## src/rtl/mdu_riscv_if.sv

```systemverilog
// rtl/mdu_riscv_if.sv - issue/writeback bundle between control, register file and the RV32M unit
interface mdu_riscv_if #(
  parameter int XLEN = 32
);
  logic            start;
  logic [2:0]      op;
  logic [XLEN-1:0] a;
  logic [XLEN-1:0] b;
  logic [4:0]      rd;
  logic            busy;
  logic            wb_we;
  logic [4:0]      wb_addr;
  logic [XLEN-1:0] wb_data;

  // Issuing side: control pipeline plus register file read ports
  modport master (
    output start, op, a, b, rd,
    input  busy, wb_we, wb_addr, wb_data
  );

  // The multiply/divide unit itself
  modport slave (
    input  start, op, a, b, rd,
    output busy, wb_we, wb_addr, wb_data
  );
endinterface

```

## src/rtl/mdu_riscv.sv

```systemverilog
// rtl/mdu_riscv.sv - iterative RV32M multiply/divide unit (optional early-out: MDU_EARLY_OUT_EN)
module mdu_riscv #(
  parameter int XLEN = 32
) (
  input  logic         clk,
  input  logic         rst,
  mdu_riscv_if.slave   mdu
);

  localparam int CW = $clog2(XLEN);
  localparam logic [XLEN-1:0] MIN_NEG = {1'b1, {(XLEN-1){1'b0}}};
  localparam logic [CW-1:0]   LAST_IT = CW'(XLEN - 1);

  localparam logic [2:0] OP_MUL    = 3'b000;
  localparam logic [2:0] OP_MULH   = 3'b001;
  localparam logic [2:0] OP_MULHSU = 3'b010;
  localparam logic [2:0] OP_DIV    = 3'b100;
  localparam logic [2:0] OP_REM    = 3'b110;

  typedef enum logic [1:0] {S_IDLE, S_CALC, S_FIX, S_DONE} state_t;

  state_t            state_q, state_d;
  logic [2:0]        op_q, op_d;
  logic [4:0]        rd_q, rd_d;
  logic [XLEN-1:0]   a_q, a_d;        // raw dividend, returned by REM/REMU on divide by zero
  logic [XLEN-1:0]   ua_q, ua_d;      // |a| under the op's signedness
  logic [XLEN-1:0]   ub_q, ub_d;      // |b| under the op's signedness
  logic              a_neg_q, a_neg_d;
  logic              b_neg_q, b_neg_d;
  logic              div0_q, div0_d;
  logic              ovf_q, ovf_d;
  logic [2*XLEN-1:0] prod_q, prod_d;  // high half accumulates, low half shifts out multiplier bits
  logic [XLEN-1:0]   rem_q, rem_d;    // partial remainder, always below the divisor
  logic [XLEN-1:0]   quo_q, quo_d;    // dividend bits shift out the top, quotient bits shift in
  logic [CW-1:0]     cnt_q, cnt_d;
  logic [XLEN-1:0]   wb_data_q, wb_data_d;
  logic [4:0]        wb_addr_q, wb_addr_d;
`ifdef MDU_EARLY_OUT_EN
  logic              hold_q, hold_d;  // extra FIX cycle so an early-out write lands at N+2
`endif

  // Accept-time operand decode
  logic            in_a_signed, in_b_signed;
  logic            in_a_neg, in_b_neg;
  logic [XLEN-1:0] in_ua, in_ub;
  logic            in_div0, in_ovf;

  // Iteration datapath
  logic [XLEN:0]   mul_sum;
  logic [XLEN:0]   rem_shift;
  logic [XLEN+1:0] rem_diff;
  logic            rem_ok;

  // Sign correction and result selection
  logic [2*XLEN-1:0] prod_sgn;
  logic [XLEN-1:0]   quo_sgn, rem_sgn;
  logic [XLEN-1:0]   mul_res, div_res, result;

  assign mdu.busy    = (state_q != S_IDLE);
  assign mdu.wb_we   = (state_q == S_DONE) && (rd_q != 5'd0);
  assign mdu.wb_addr = wb_addr_q;
  assign mdu.wb_data = wb_data_q;

  // Decode operand signedness and magnitudes from the issue bus
  always_comb begin
    in_a_signed = 1'b0;
    in_b_signed = 1'b0;
    case (mdu.op)
      OP_MUL, OP_MULH, OP_DIV, OP_REM: begin
        in_a_signed = 1'b1;
        in_b_signed = 1'b1;
      end
      OP_MULHSU: in_a_signed = 1'b1;
      default: ;
    endcase
    in_a_neg = in_a_signed & mdu.a[XLEN-1];
    in_b_neg = in_b_signed & mdu.b[XLEN-1];
    in_ua    = in_a_neg ? -mdu.a : mdu.a;
    in_ub    = in_b_neg ? -mdu.b : mdu.b;
    in_div0  = mdu.op[2] && (mdu.b == '0);
    in_ovf   = ((mdu.op == OP_DIV) || (mdu.op == OP_REM)) &&
               (mdu.a == MIN_NEG) && (mdu.b == '1);
  end

  // One shift-add step and one restoring-division step
  always_comb begin
    mul_sum   = {1'b0, prod_q[2*XLEN-1:XLEN]} + {1'b0, (prod_q[0] ? ua_q : '0)};
    rem_shift = {rem_q, quo_q[XLEN-1]};
    rem_diff  = {1'b0, rem_shift} - {2'b00, ub_q};
    rem_ok    = ~rem_diff[XLEN+1];
  end

  // Sign fix-up and special-case override of the iterative result
  always_comb begin
    prod_sgn = (a_neg_q ^ b_neg_q) ? -prod_q : prod_q;
    quo_sgn  = (a_neg_q ^ b_neg_q) ? -quo_q : quo_q;
    rem_sgn  = a_neg_q ? -rem_q : rem_q;
    mul_res  = (op_q == OP_MUL) ? prod_sgn[XLEN-1:0] : prod_sgn[2*XLEN-1:XLEN];
    if (div0_q) begin
      div_res = op_q[1] ? a_q : '1;
    end else if (ovf_q) begin
      div_res = op_q[1] ? '0 : MIN_NEG;
    end else begin
      div_res = op_q[1] ? rem_sgn : quo_sgn;
    end
    result = op_q[2] ? div_res : mul_res;
  end

  // Next-state and datapath register updates
  always_comb begin
    state_d   = state_q;
    op_d      = op_q;
    rd_d      = rd_q;
    a_d       = a_q;
    ua_d      = ua_q;
    ub_d      = ub_q;
    a_neg_d   = a_neg_q;
    b_neg_d   = b_neg_q;
    div0_d    = div0_q;
    ovf_d     = ovf_q;
    prod_d    = prod_q;
    rem_d     = rem_q;
    quo_d     = quo_q;
    cnt_d     = cnt_q;
    wb_data_d = wb_data_q;
    wb_addr_d = wb_addr_q;
`ifdef MDU_EARLY_OUT_EN
    hold_d    = hold_q;
`endif
    case (state_q)
      S_IDLE: begin
        if (mdu.start) begin
          op_d    = mdu.op;
          rd_d    = mdu.rd;
          a_d     = mdu.a;
          ua_d    = in_ua;
          ub_d    = in_ub;
          a_neg_d = in_a_neg;
          b_neg_d = in_b_neg;
          div0_d  = in_div0;
          ovf_d   = in_ovf;
          prod_d  = {{XLEN{1'b0}}, in_ub};
          rem_d   = '0;
          quo_d   = in_ua;
          cnt_d   = '0;
          state_d = S_CALC;
`ifdef MDU_EARLY_OUT_EN
          if (in_div0 || in_ovf) begin
            state_d = S_FIX;
            hold_d  = 1'b1;
          end
`endif
        end
      end
      S_CALC: begin
        if (op_q[2]) begin
          rem_d = rem_ok ? rem_diff[XLEN-1:0] : rem_shift[XLEN-1:0];
          quo_d = {quo_q[XLEN-2:0], rem_ok};
        end else begin
          prod_d = {mul_sum, prod_q[XLEN-1:1]};
        end
        cnt_d = cnt_q + 1'b1;
        if (cnt_q == LAST_IT) begin
          state_d = S_FIX;
        end
      end
      S_FIX: begin
        wb_data_d = result;
        wb_addr_d = rd_q;
        state_d   = S_DONE;
`ifdef MDU_EARLY_OUT_EN
        if (hold_q) begin
          hold_d  = 1'b0;
          state_d = S_FIX;
        end
`endif
      end
      S_DONE: begin
        state_d = S_IDLE;
      end
      default: state_d = S_IDLE;
    endcase
  end

  // State register; reset discards any operation in flight
  always_ff @(posedge clk or posedge rst) begin
    if (rst) begin
      state_q   <= S_IDLE;
      op_q      <= '0;
      rd_q      <= '0;
      a_q       <= '0;
      ua_q      <= '0;
      ub_q      <= '0;
      a_neg_q   <= 1'b0;
      b_neg_q   <= 1'b0;
      div0_q    <= 1'b0;
      ovf_q     <= 1'b0;
      prod_q    <= '0;
      rem_q     <= '0;
      quo_q     <= '0;
      cnt_q     <= '0;
      wb_data_q <= '0;
      wb_addr_q <= '0;
`ifdef MDU_EARLY_OUT_EN
      hold_q    <= 1'b0;
`endif
    end else begin
      state_q   <= state_d;
      op_q      <= op_d;
      rd_q      <= rd_d;
      a_q       <= a_d;
      ua_q      <= ua_d;
      ub_q      <= ub_d;
      a_neg_q   <= a_neg_d;
      b_neg_q   <= b_neg_d;
      div0_q    <= div0_d;
      ovf_q     <= ovf_d;
      prod_q    <= prod_d;
      rem_q     <= rem_d;
      quo_q     <= quo_d;
      cnt_q     <= cnt_d;
      wb_data_q <= wb_data_d;
      wb_addr_q <= wb_addr_d;
`ifdef MDU_EARLY_OUT_EN
      hold_q    <= hold_d;
`endif
    end
  end

endmodule

```

## src/flat_wrapper.sv

```systemverilog
// flat-port wrapper written by rule: the top's interface ports become plain ports
module mdu_riscv_flat 
#(
  parameter int XLEN = 32
)
  (clk, rst, mdu_start, mdu_op, mdu_a, mdu_b, mdu_rd, mdu_busy, mdu_wb_we, mdu_wb_addr, mdu_wb_data);
  mdu_riscv_if #(.XLEN(XLEN)) mdu_i ();
  input  logic clk;
  input  logic rst;
  input wire logic [$bits(mdu_i.start)-1:0] mdu_start;
  input wire logic [$bits(mdu_i.op)-1:0] mdu_op;
  input wire logic [$bits(mdu_i.a)-1:0] mdu_a;
  input wire logic [$bits(mdu_i.b)-1:0] mdu_b;
  input wire logic [$bits(mdu_i.rd)-1:0] mdu_rd;
  output wire logic [$bits(mdu_i.busy)-1:0] mdu_busy;
  output wire logic [$bits(mdu_i.wb_we)-1:0] mdu_wb_we;
  output wire logic [$bits(mdu_i.wb_addr)-1:0] mdu_wb_addr;
  output wire logic [$bits(mdu_i.wb_data)-1:0] mdu_wb_data;
  assign mdu_i.start = mdu_start;
  assign mdu_i.op = mdu_op;
  assign mdu_i.a = mdu_a;
  assign mdu_i.b = mdu_b;
  assign mdu_i.rd = mdu_rd;
  assign mdu_busy = mdu_i.busy;
  assign mdu_wb_we = mdu_i.wb_we;
  assign mdu_wb_addr = mdu_i.wb_addr;
  assign mdu_wb_data = mdu_i.wb_data;
  mdu_riscv #(.XLEN(XLEN)) u_core (.clk(clk), .rst(rst), .mdu(mdu_i));
endmodule
```

## config.mk

```make
export PLATFORM = sky130hd
export DESIGN_NAME = mdu_riscv_flat
export DESIGN_NICKNAME = d
export VERILOG_FILES = /design/src/rtl/mdu_riscv_if.sv /design/src/rtl/mdu_riscv.sv /design/src/flat_wrapper.sv
export SDC_FILE = /design/constraint.sdc
export NUM_CORES = 1
export LEC_CHECK = 0
export ABC_AREA = 0
export CAP_MARGIN = 10
export CORE_MARGIN = 2
export CORE_UTILIZATION = 62
export DETAILED_ROUTE_END_ITERATION = 10
export GPL_TIMING_DRIVEN = 0
export PLACE_DENSITY = 0.84
export SLEW_MARGIN = 20
export SYNTH_ARGS = -nofsm -noshare
export SYNTH_HDL_FRONTEND = slang
export SYNTH_SLANG_ARGS = --single-unit
```

## constraint.sdc

```tcl
create_clock -name clk -period 23.8 [get_ports clk]
set_input_delay 5.95 -clock clk [delete_from_list [all_inputs] [get_ports clk]]
set_output_delay 5.95 -clock clk [all_outputs]
set_load 0.1 [all_outputs]
```

# After elaboration in Yosys (flattened, before gate mapping)
# Index checks and enable logic that the tools add are counted.
# classes
n_eq_ne	14
n_mux	30
n_reduce_logical	19
addsub	8
n_bitwise	4
# ops
operator	n
two-way mux 32 bit	17
two-way mux 64 bit	3
negation 32 bit	4
case mux 32 bit (2 select lines)	2
case mux 64 bit (2 select lines)	1
equality test 32 bit, second input constant	2
negation 64 bit	1
subtractor 33 x 32 -> 34 bit	1
adder 32 x 32 -> 33 bit	1
zero test 32 bit	1
case mux 5 bit (2 select lines)	1
case mux 2 bit (4 select lines)	1
equality test 3 bit, second input constant	2
zero test 3 bit	2
AND reduction 2 bit	3
AND reduction 3 bit	2
adder 5 x 1 -> 5 bit, second input constant	1
equality test 5 bit, second input constant	1
two-way mux 5 bit	1
nonzero test 5 bit	1
OR reduction 5 bit	1
equality test 2 bit, second input constant	2
logical AND 1 bit	4
two-way mux 2 bit	2
13 further kinds	18
# totals
elab_cells	91
ff_bits	280

# Depth between registers and ports, before layout
# Gate-level depths: netlist of run 1.
# logic_depth
word_depth	7
mapped_depth	15
ltp_nobuf	13

# Worst setup path after synthesis of run 1
# No wires, ideal clock.
# synth_path
path_type	in2reg
from	input port mdu_a[10]
to	register u_core.ua_q[23]
stages	7
slack_ns	15.643
required_ns	23.675
arrival_ns	8.032
path_cell_list	or4_1 > or3_1 > nor3_1 > nand3b_1 > o31ai_1 > xnor2_1 > mux2_2
# synth_between
elab_chain_cells	2
# synth_lines
element	line	source
start: declaration	flat_wrapper.sv:12	input wire logic [$bits(mdu_i.a)-1:0] mdu_a;
negation 32 bit	mdu_riscv.sv:78	in_ua = in_a_neg ? -mdu.a : mdu.a;
two-way mux 32 bit	mdu_riscv.sv:78	
end signal: assignment	mdu_riscv.sv:212	ua_q <= ua_d;
end: declaration	mdu_riscv.sv:26	logic [XLEN-1:0] ua_q, ua_d;
# Every way passes these cells.
# A chain may end at the register's enable or synchronous reset.

# Worst setup path in the final report of run 1
# layout_path
from	input port mdu_start
to	register u_core.rem_q[1]
# layout_between
elab_chain_cells	2
# layout_lines
element	line	source
start: declaration	flat_wrapper.sv:10	input wire logic [$bits(mdu_i.start)-1:0] mdu_start;
inequality test 2 bit (no line)	-	
AND reduction 3 bit (no line)	-	
end signal: assignment	mdu_riscv.sv:219	rem_q <= rem_d;
end: declaration	mdu_riscv.sv:33	logic [XLEN-1:0] rem_q, rem_d;
# Every way passes these cells.

==> results of run 1 <==
## registers in the layout, summed over array words and instances (netlist names), 2 cells and up
register	cells
u_core.state_q	2
u_core.cnt_q	5
u_core.mdu.wb_data	32
u_core.op_q	3
u_core.ua_q	31
u_core.rem_q	32
u_core.a_q	32
u_core.mdu.wb_addr	5
u_core.prod_q	64
u_core.rd_q	5
u_core.quo_q	32
u_core.ub_q	32
## synth_stat cells, drive strengths merged, types with 28 or more instances
| master | instances |
|---|---|
| ha | 77 |
| inv | 90 |
| nand2 | 262 |
| a21oi | 196 |
| nor3 | 40 |
| a22oi | 28 |
| xor2 | 121 |
| mux2 | 52 |
| and2 | 36 |
| o21ai | 293 |
| nor2 | 154 |
| nand3 | 29 |
| o31ai | 40 |
| clkbuf | 118 |
| dfrtp | 279 |
| xnor2 | 104 |
## stage by stage
step	util [%]	instances	hold WS, ns
floorplan	-	2326	0.4409
global placement	68.72	2835	0.4572
detailed placement	68.95	2837	0.4701
CTS	72.44	2894	0.4766
global route	72.44	2894	0.5074
finish	72.46	2896	0.4732
## report_power, final
part	total, mW	internal [mW]	leakage (nW)	switching (mW)
logic	2.01	0.631	5.48	1.38
clock network	0.518	0.306	0.529	0.212
registers	0.900	0.669	3.54	0.231
## final cells by class
| type | count | area (µm²) |
|---|---|---|
| multi-input cells | 1821 | 11670 |
| fillers | 2360 | 8468 |
| flip-flops and latches | 279 | 6982 |
| repair buffers | 115 | 1186 |
| clock buffers | 48 | 974.7 |
| plain buffers | 136 | 519.2 |
| well taps | 396 | 495.5 |
| inverters | 90 | 345.3 |
| clock inverters | 9 | 101.3 |
| diodes | 2 | 5.005 |
## worst min-delay path, delay by kind of cell, from the launching register on
kind / cells / cell delay (ns)
flops: 1 / 0.33
compound gates: 1 / 0.06
simple gates: 1 / 0.04
## cell families after synthesis
family / after synthesis / share of synthesized area [%]
AOI/OAI and AO/OA: 758 / 23.44
buffers and inverters: 226 / 4.394
adders and majority gates: 79 / 5.145
DFF: 279 / 35.80
xor gates and xnor gates: 225 / 10.10
muxes: 74 / 4.131
and+or+nand+nor: 685 / 16.99
## how the worst min path moves through the flow
stage / end / startpoint / slack (ns)
after floorplan: u_core.ua_q[31] / u_core.ua_q[31] / 0.44
after global placement: u_core.ua_q[29] / u_core.ua_q[29] / 0.46
after detailed placement: u_core.ua_q[25] / u_core.ua_q[25] / 0.47
after CTS: u_core.ua_q[19] / u_core.ua_q[19] / 0.48
after global routing: u_core.a_q[1] / u_core.a_q[1] / 0.51
final: u_core.ua_q[19] / u_core.ua_q[19] / 0.47
## per-layer routing
metal / track usage [%] / part of all wire, %
met1: 58.98 / 39
met2: 68.00 / 43
met3: 11.81 / 12
met4: 20.13 / 5.5
met5: 1.481 / 0.11
==> flow_summary_export.csv, run 1 <==
group,metric,value,unit
logic_synthesis,seq_area_frac_synth,35.80,%
drt,firstDrtPassIters,6,
critical_path,crit_chain,"clkdlybuf4s50_1 -> nand2b_1 -> clkbuf_1 -> o21ai_1 -> a21o_1 -> clkbuf_1 -> clkbuf_1 -> clkbuf_1 -> nand2_1 -> o21ai_0",
sta,rsz0062_at_grt,"no",
sta,setup_viol,0,
cells_and_area,design_area,22280,µm²
drt,via_count,19790,
global_route,antenna_found_initial,5,
critical_path,critPathLaunch,"mdu_start",
pwr,ir_drop,0.0001171,V
clock_tree,clk_pin_slew,0.06,ns
critical_path,worst-path-stages,10,
drt,postRouteAntennaNets,0,
logic_synthesis,yosys.area.top_type_share,35.80,%
global_route,grt_pass1_wl,111.1,mm
critical_path,startpoint_type,"primary input",
cells_and_area,final_nets,2631,
placement,place_area,21200,µm²
min_path,hp-class,"flop to flop",
global_route,gr-total-overflow,0,
critical_path,critPathMaxFanout,10,
clock_tree,ctsLongestPathBuffers,3,
critical_path,crit_path_end_kind,"flop",
floorplan,die_x,181.4,µm
critical_path,cp.required,24.23,ns
logic_synthesis,yosysUniqueCellTypes,73,
floorplan,core_area,30750,µm²
clock_tree,post_cts_buffers,0,
logic_synthesis,syn_area,19500,µm²
cells_and_area,final_cell_mix,"o21ai_0, dfrtp_1, nand2_1",
placement,io_buffer_count,113,
sta,finalHoldViolCount,0,
clock_tree,ctsResizeCount,0,
critical_path,crit_path_max_incr_delay,0.64,ns
placement,preCtsSetupSlack,14.58,ns
sta,slew_headroom,31.33,%
min_path,hold_depth,2,
clock_tree,cts_buffers,34,
floorplan,fp-row-count,64,
drt,wire_per_inst,25.45,µm
clock_tree,clockRootBuffer,"clkbuf_16",
run,drv_cap,0,
status,status,"completed",
sta,final_min_period_over_clock_period,37.56,%
sta,worst_pin_slew,1.030,ns
logic_synthesis,ys.flop_type,"dfrtp_1",
clock_tree,cts.sinks,279,
critical_path,setup.worst_path.class,"primary input to flop",
logic_synthesis,syn_inst,2326,
critical_path,path_delay_family,"buffers and inverters",
sta,skew,0.01900,ns
placement,place_hpwl,56.77,mm
drt,drt_iter0_markers,2689,
pwr,power,3.427,mW
pwr,p_leak,9.544,nW
cells_and_area,area_delta_synth_final,14.24,%
floorplan,chipHeight,181.4,µm
global_route,grt_usage,44.39,%
drt,route.detailed.drc,0,
floorplan,initial_core_util,63.43,%
critical_path,reg2reg_to,"u_core.prod_q[62]",
critical_path,ff2ff_setup_slack,19.45,ns
logic_synthesis,synth.area.top_cells,"dfrtp_1, o21ai_0, xor2_1, a21oi_1, nand2_1",
critical_path,path_buf_inv,5,
clock_tree,clk_latency,0.53,ns
sta,max_freq,0.1119,GHz
global_route,grt_max_degree,107,
logic_synthesis,synth_area_per_cell,8.385,µm²
logic_synthesis,synthArstFlopShare,100.0,%
drt,postRouteWirelength,73.70,mm
floorplan,io_pins,114,
pwr,p_per_area,153.8,nW/µm²
critical_path,cp_common_cell,"clkbuf_1",
cells_and_area,final_layout_size_suffix_gt1_share,5.845,%
critical_path,crit_end,"u_core.rem_q[1]",
drt,viasPerCell,6.834,
logic_synthesis,yosys_warnings,0,
sta,setup_ws,14.86,ns
critical_path,crit_arrival,9.37,ns
floorplan,die_area,32890,µm²
cells_and_area,final_common_cell,"o21ai_0",
critical_path,crit_slowest_cell,"o21ai_1",
logic_synthesis,ys_ff_latch,279,
critical_path,r2r_cells,14,
logic_synthesis,synth_area_leader_cell,"dfrtp_1",
logic_synthesis,syn_nets,2480,
global_route,first_global_vias,18820,
sta,tns,0,ns
clock_tree,htreeDepth,2,
placement,gp_routability_congestion,1.049,
logic_synthesis,synth-edff-count,0,
sta,drv_slew,0,
sta,fin_crit,8.940,ns
critical_path,r2r-start,"u_core.prod_q[0]",
clock_tree,cts_tree,"built",
clock_tree,holdBufCountCts,0,
No activity file was read; power rests on OpenSTA's default activity.
==> run 2, diff against run 1 <==
--- a/config.mk
+++ b/config.mk
@@ -8,10 +8,10 @@
 export ABC_AREA = 0
 export CAP_MARGIN = 10
 export CORE_MARGIN = 2
-export CORE_UTILIZATION = 62
+export CORE_UTILIZATION = 55
 export DETAILED_ROUTE_END_ITERATION = 10
 export GPL_TIMING_DRIVEN = 0
-export PLACE_DENSITY = 0.84
+export PLACE_DENSITY = 0.79
 export SLEW_MARGIN = 20
 export SYNTH_ARGS = -nofsm -noshare
 export SYNTH_HDL_FRONTEND = slang
==> constraint.sdc (replaced) <==
create_clock -name clk -period 7.9 [get_ports clk]
set_input_delay 1.975 -clock clk [delete_from_list [all_inputs] [get_ports clk]]
set_output_delay 1.975 -clock clk [all_outputs]
set_load 0.1 [all_outputs]
==> flow_summary_export.csv, run 2 (synthesis results as in run 1) <==
group,metric,value,unit
sta,rsz0062_at_grt,"no",
clock_tree,cts.sinks,279,
cells_and_area,final_nets,2640,
cells_and_area,final_cell_mix,"o21ai_0, dfrtp_1, nand2_1",
cells_and_area,final_core_util,65.27,%
run,drv_cap,0,
cells_and_area,final_layout_size_suffix_gt1_share,6.342,%
pwr,p_leak,9.681,nW
floorplan,chipHeight,192.3,µm
critical_path,crit_path_max_incr_delay,0.62,ns
clock_tree,cts_buffers,35,
sta,slew_headroom,11.63,%
pwr,p_clk_share,16.4,%
global_route,antenna_found_initial,4,
critical_path,crit_chain,"clkdlybuf4s50_1 -> nand2b_1 -> clkbuf_1 -> o21ai_1 -> a21o_1 -> clkbuf_1 -> clkbuf_1 -> buf_1 -> nand2_1 -> o21ai_0",
global_route,gr-total-overflow,0,
drt,drt_iter0_markers,2441,
critical_path,cp.required,8.36,ns
sta,drv_slew,0,
placement,place_hpwl,59.17,mm
clock_tree,ctsLongestPathBuffers,3,
drt,postRouteAntennaNets,0,
pwr,seq_power_share,25.9,%
sta,final_min_period_over_clock_period,61.48,%
placement,gp_routability_congestion,1.036,
pwr,ir_drop,0.0003913,V
min_path,hp-class,"flop to flop",
pwr,swShare,52.56,%
drt,route.detailed.drc,0,
floorplan,die_x,192.3,µm
cells_and_area,top_register,"u_core.prod_q",
clock_tree,cts_tree,"built",
critical_path,startpoint_type,"primary input",
sta,setup_viol,0,
pwr,internal_power,4.991,mW
critical_path,cp_common_cell,"clkbuf_1",
sta,skew,0.02595,ns
clock_tree,clk_latency,0.56,ns
sta,tns,0,ns
clock_tree,htreeDepth,2,
global_route,grt_pass1_wl,112.7,mm
critical_path,crit_arrival,5.32,ns
drt,wire_per_inst,25.68,µm
global_route,grt_max_degree,34,
drt,viasPerCell,6.596,
clock_tree,holdBufCountCts,0,
critical_path,setup.worst_path.class,"primary input to flop",
floorplan,die_area,36980,µm²
pwr,combPwrFrac,57.7,%
global_route,first_global_vias,18300,
cells_and_area,final_common_cell,"o21ai_0",
cells_and_area,area_delta_synth_final,16.17,%
clock_tree,clockRootBuffer,"clkbuf_16",
sta,fin_crit,4.857,ns
drt,postRouteWirelength,76.08,mm
cells_and_area,largest_reg_flops,64,
cells_and_area,fillers,2989,
sta,worst_pin_slew,1.312,ns
sta,max_freq,0.2059,GHz
status,status,"completed",
drt,via_count,19540,
critical_path,critPathMaxFanout,10,
sta,finalHoldViolCount,0,
clock_tree,post_cts_buffers,0,
global_route,grt_usage,41.29,%
pwr,switchingPower,5.528,mW
floorplan,initial_core_util,56.19,%
floorplan,fp-row-count,68,
floorplan,io_pins,114,
clock_tree,clk_pin_slew,0.06,ns
pwr,p_per_area,464.3,nW/µm²
drt,firstDrtPassIters,9,
critical_path,crit_path_end_kind,"flop",
floorplan,core_area,34710,µm²
critical_path,crit_slowest_cell,"clkbuf_1",
placement,io_buffer_count,113,
clock_tree,ctsResizeCount,0,
## run 2: cell types whose count changed in the layout (fill, tap and decap cells not counted)
cell | previous run | this run
inv_8 | 1 | 0
bufinv_16 | 2 | 5
clkinvlp_4 | 1 | 3
clkbuf_1 | 126 | 122
clkbuf_16 | 35 | 37
clkbuf_8 | 5 | 6
diode_2 | 2 | 1
buf_16 | 2 | 4
clkinv_2 | 5 | 4
inv_6 | 1 | 0
buf_12 | 0 | 6
## run 2: path summary, 6_finish.rpt
kind | to | slack, ns | depth (start not counted) | from
worst min-delay path | u_core.ua_q[19] | 0.48 | 2 | u_core.ua_q[19]
worst max register to register | u_core.prod_q[62] | 3.59 | 14 | u_core.prod_q[0]
worst max-delay path | u_core.quo_q[4] | 3.04 | 10 | mdu_start
worst min register to register | u_core.ua_q[19] | 0.48 | 2 | u_core.ua_q[19]
min in group asynchronous | u_core.prod_q[22] | 1.86 | 2 | rst
max in group asynchronous | u_core.a_q[15] | 4.59 | 7 | rst
## run 2: routing by layer
| metal | track usage (%) | vias to the layer above | wire (µm) |
|---|---|---|---|
| met1 | 57.77 | 9556 | 31760 |
| met4 | 16.65 | 2 | 3393 |
| met3 | 8.874 | 192 | 7989 |
| met5 | 0 | - | 13 |
| li1 | - | 8676 | - |
| met2 | 62.29 | 1117 | 32920 |
## run 2: critical path: cells and delay by family
| kind | cells | cell delay [ns] |
|---|---|---|
| buffers and inverters | 5 | 2.23 |
| AOI/OAI and AO/OA | 3 | 0.79 |
| and+or+nand+nor | 2 | 0.32 |
## run 2: power groups by stage
stage	logic (mW)	clock network (mW)	registers [mW]
4_1_cts	5.90	1.73	2.68
2_1_floorplan	3.44	0	3.06
3_3_place_gp	5.73	0	2.68
3_5_place_dp	5.85	0	2.70
6_report	6.07	1.73	2.72
5_1_grt	6.43	1.79	2.76
## run 2: final cells by class
cell class                      count  area [µm²]  area share (%)
Timing Repair Buffer              123        1361           6.008
Antenna cell                        1       2.502         0.01104
Sequential cell                   279        6982           30.82
Inverter                           90       341.6           1.508
Buffer                            136       519.2           2.292
Tap cell                          455       569.3           2.513
Clock inverter                     11       185.2          0.8173
Clock buffer                       47        1023           4.517
Multi-Input combinational cell   1821       11670           51.52
## run 2: stage by stage
stage / std cells / setup slack, ns / instance area, µm² / power, mW / hold WS [ns]
floorplan: 2326 / 2.232 / 19510 / 6.499 / 0.4409
global placement: 2894 / 0.1373 / 21210 / 8.408 / 0.4606
detailed placement: 2904 / 2.642 / 21450 / 8.551 / 0.4725
CTS: 2962 / 3.180 / 22650 / 10.31 / 0.4849
global route: 2962 / 2.961 / 22650 / 10.98 / 0.5040
finish: 2963 / 3.043 / 22660 / 10.52 / 0.4820
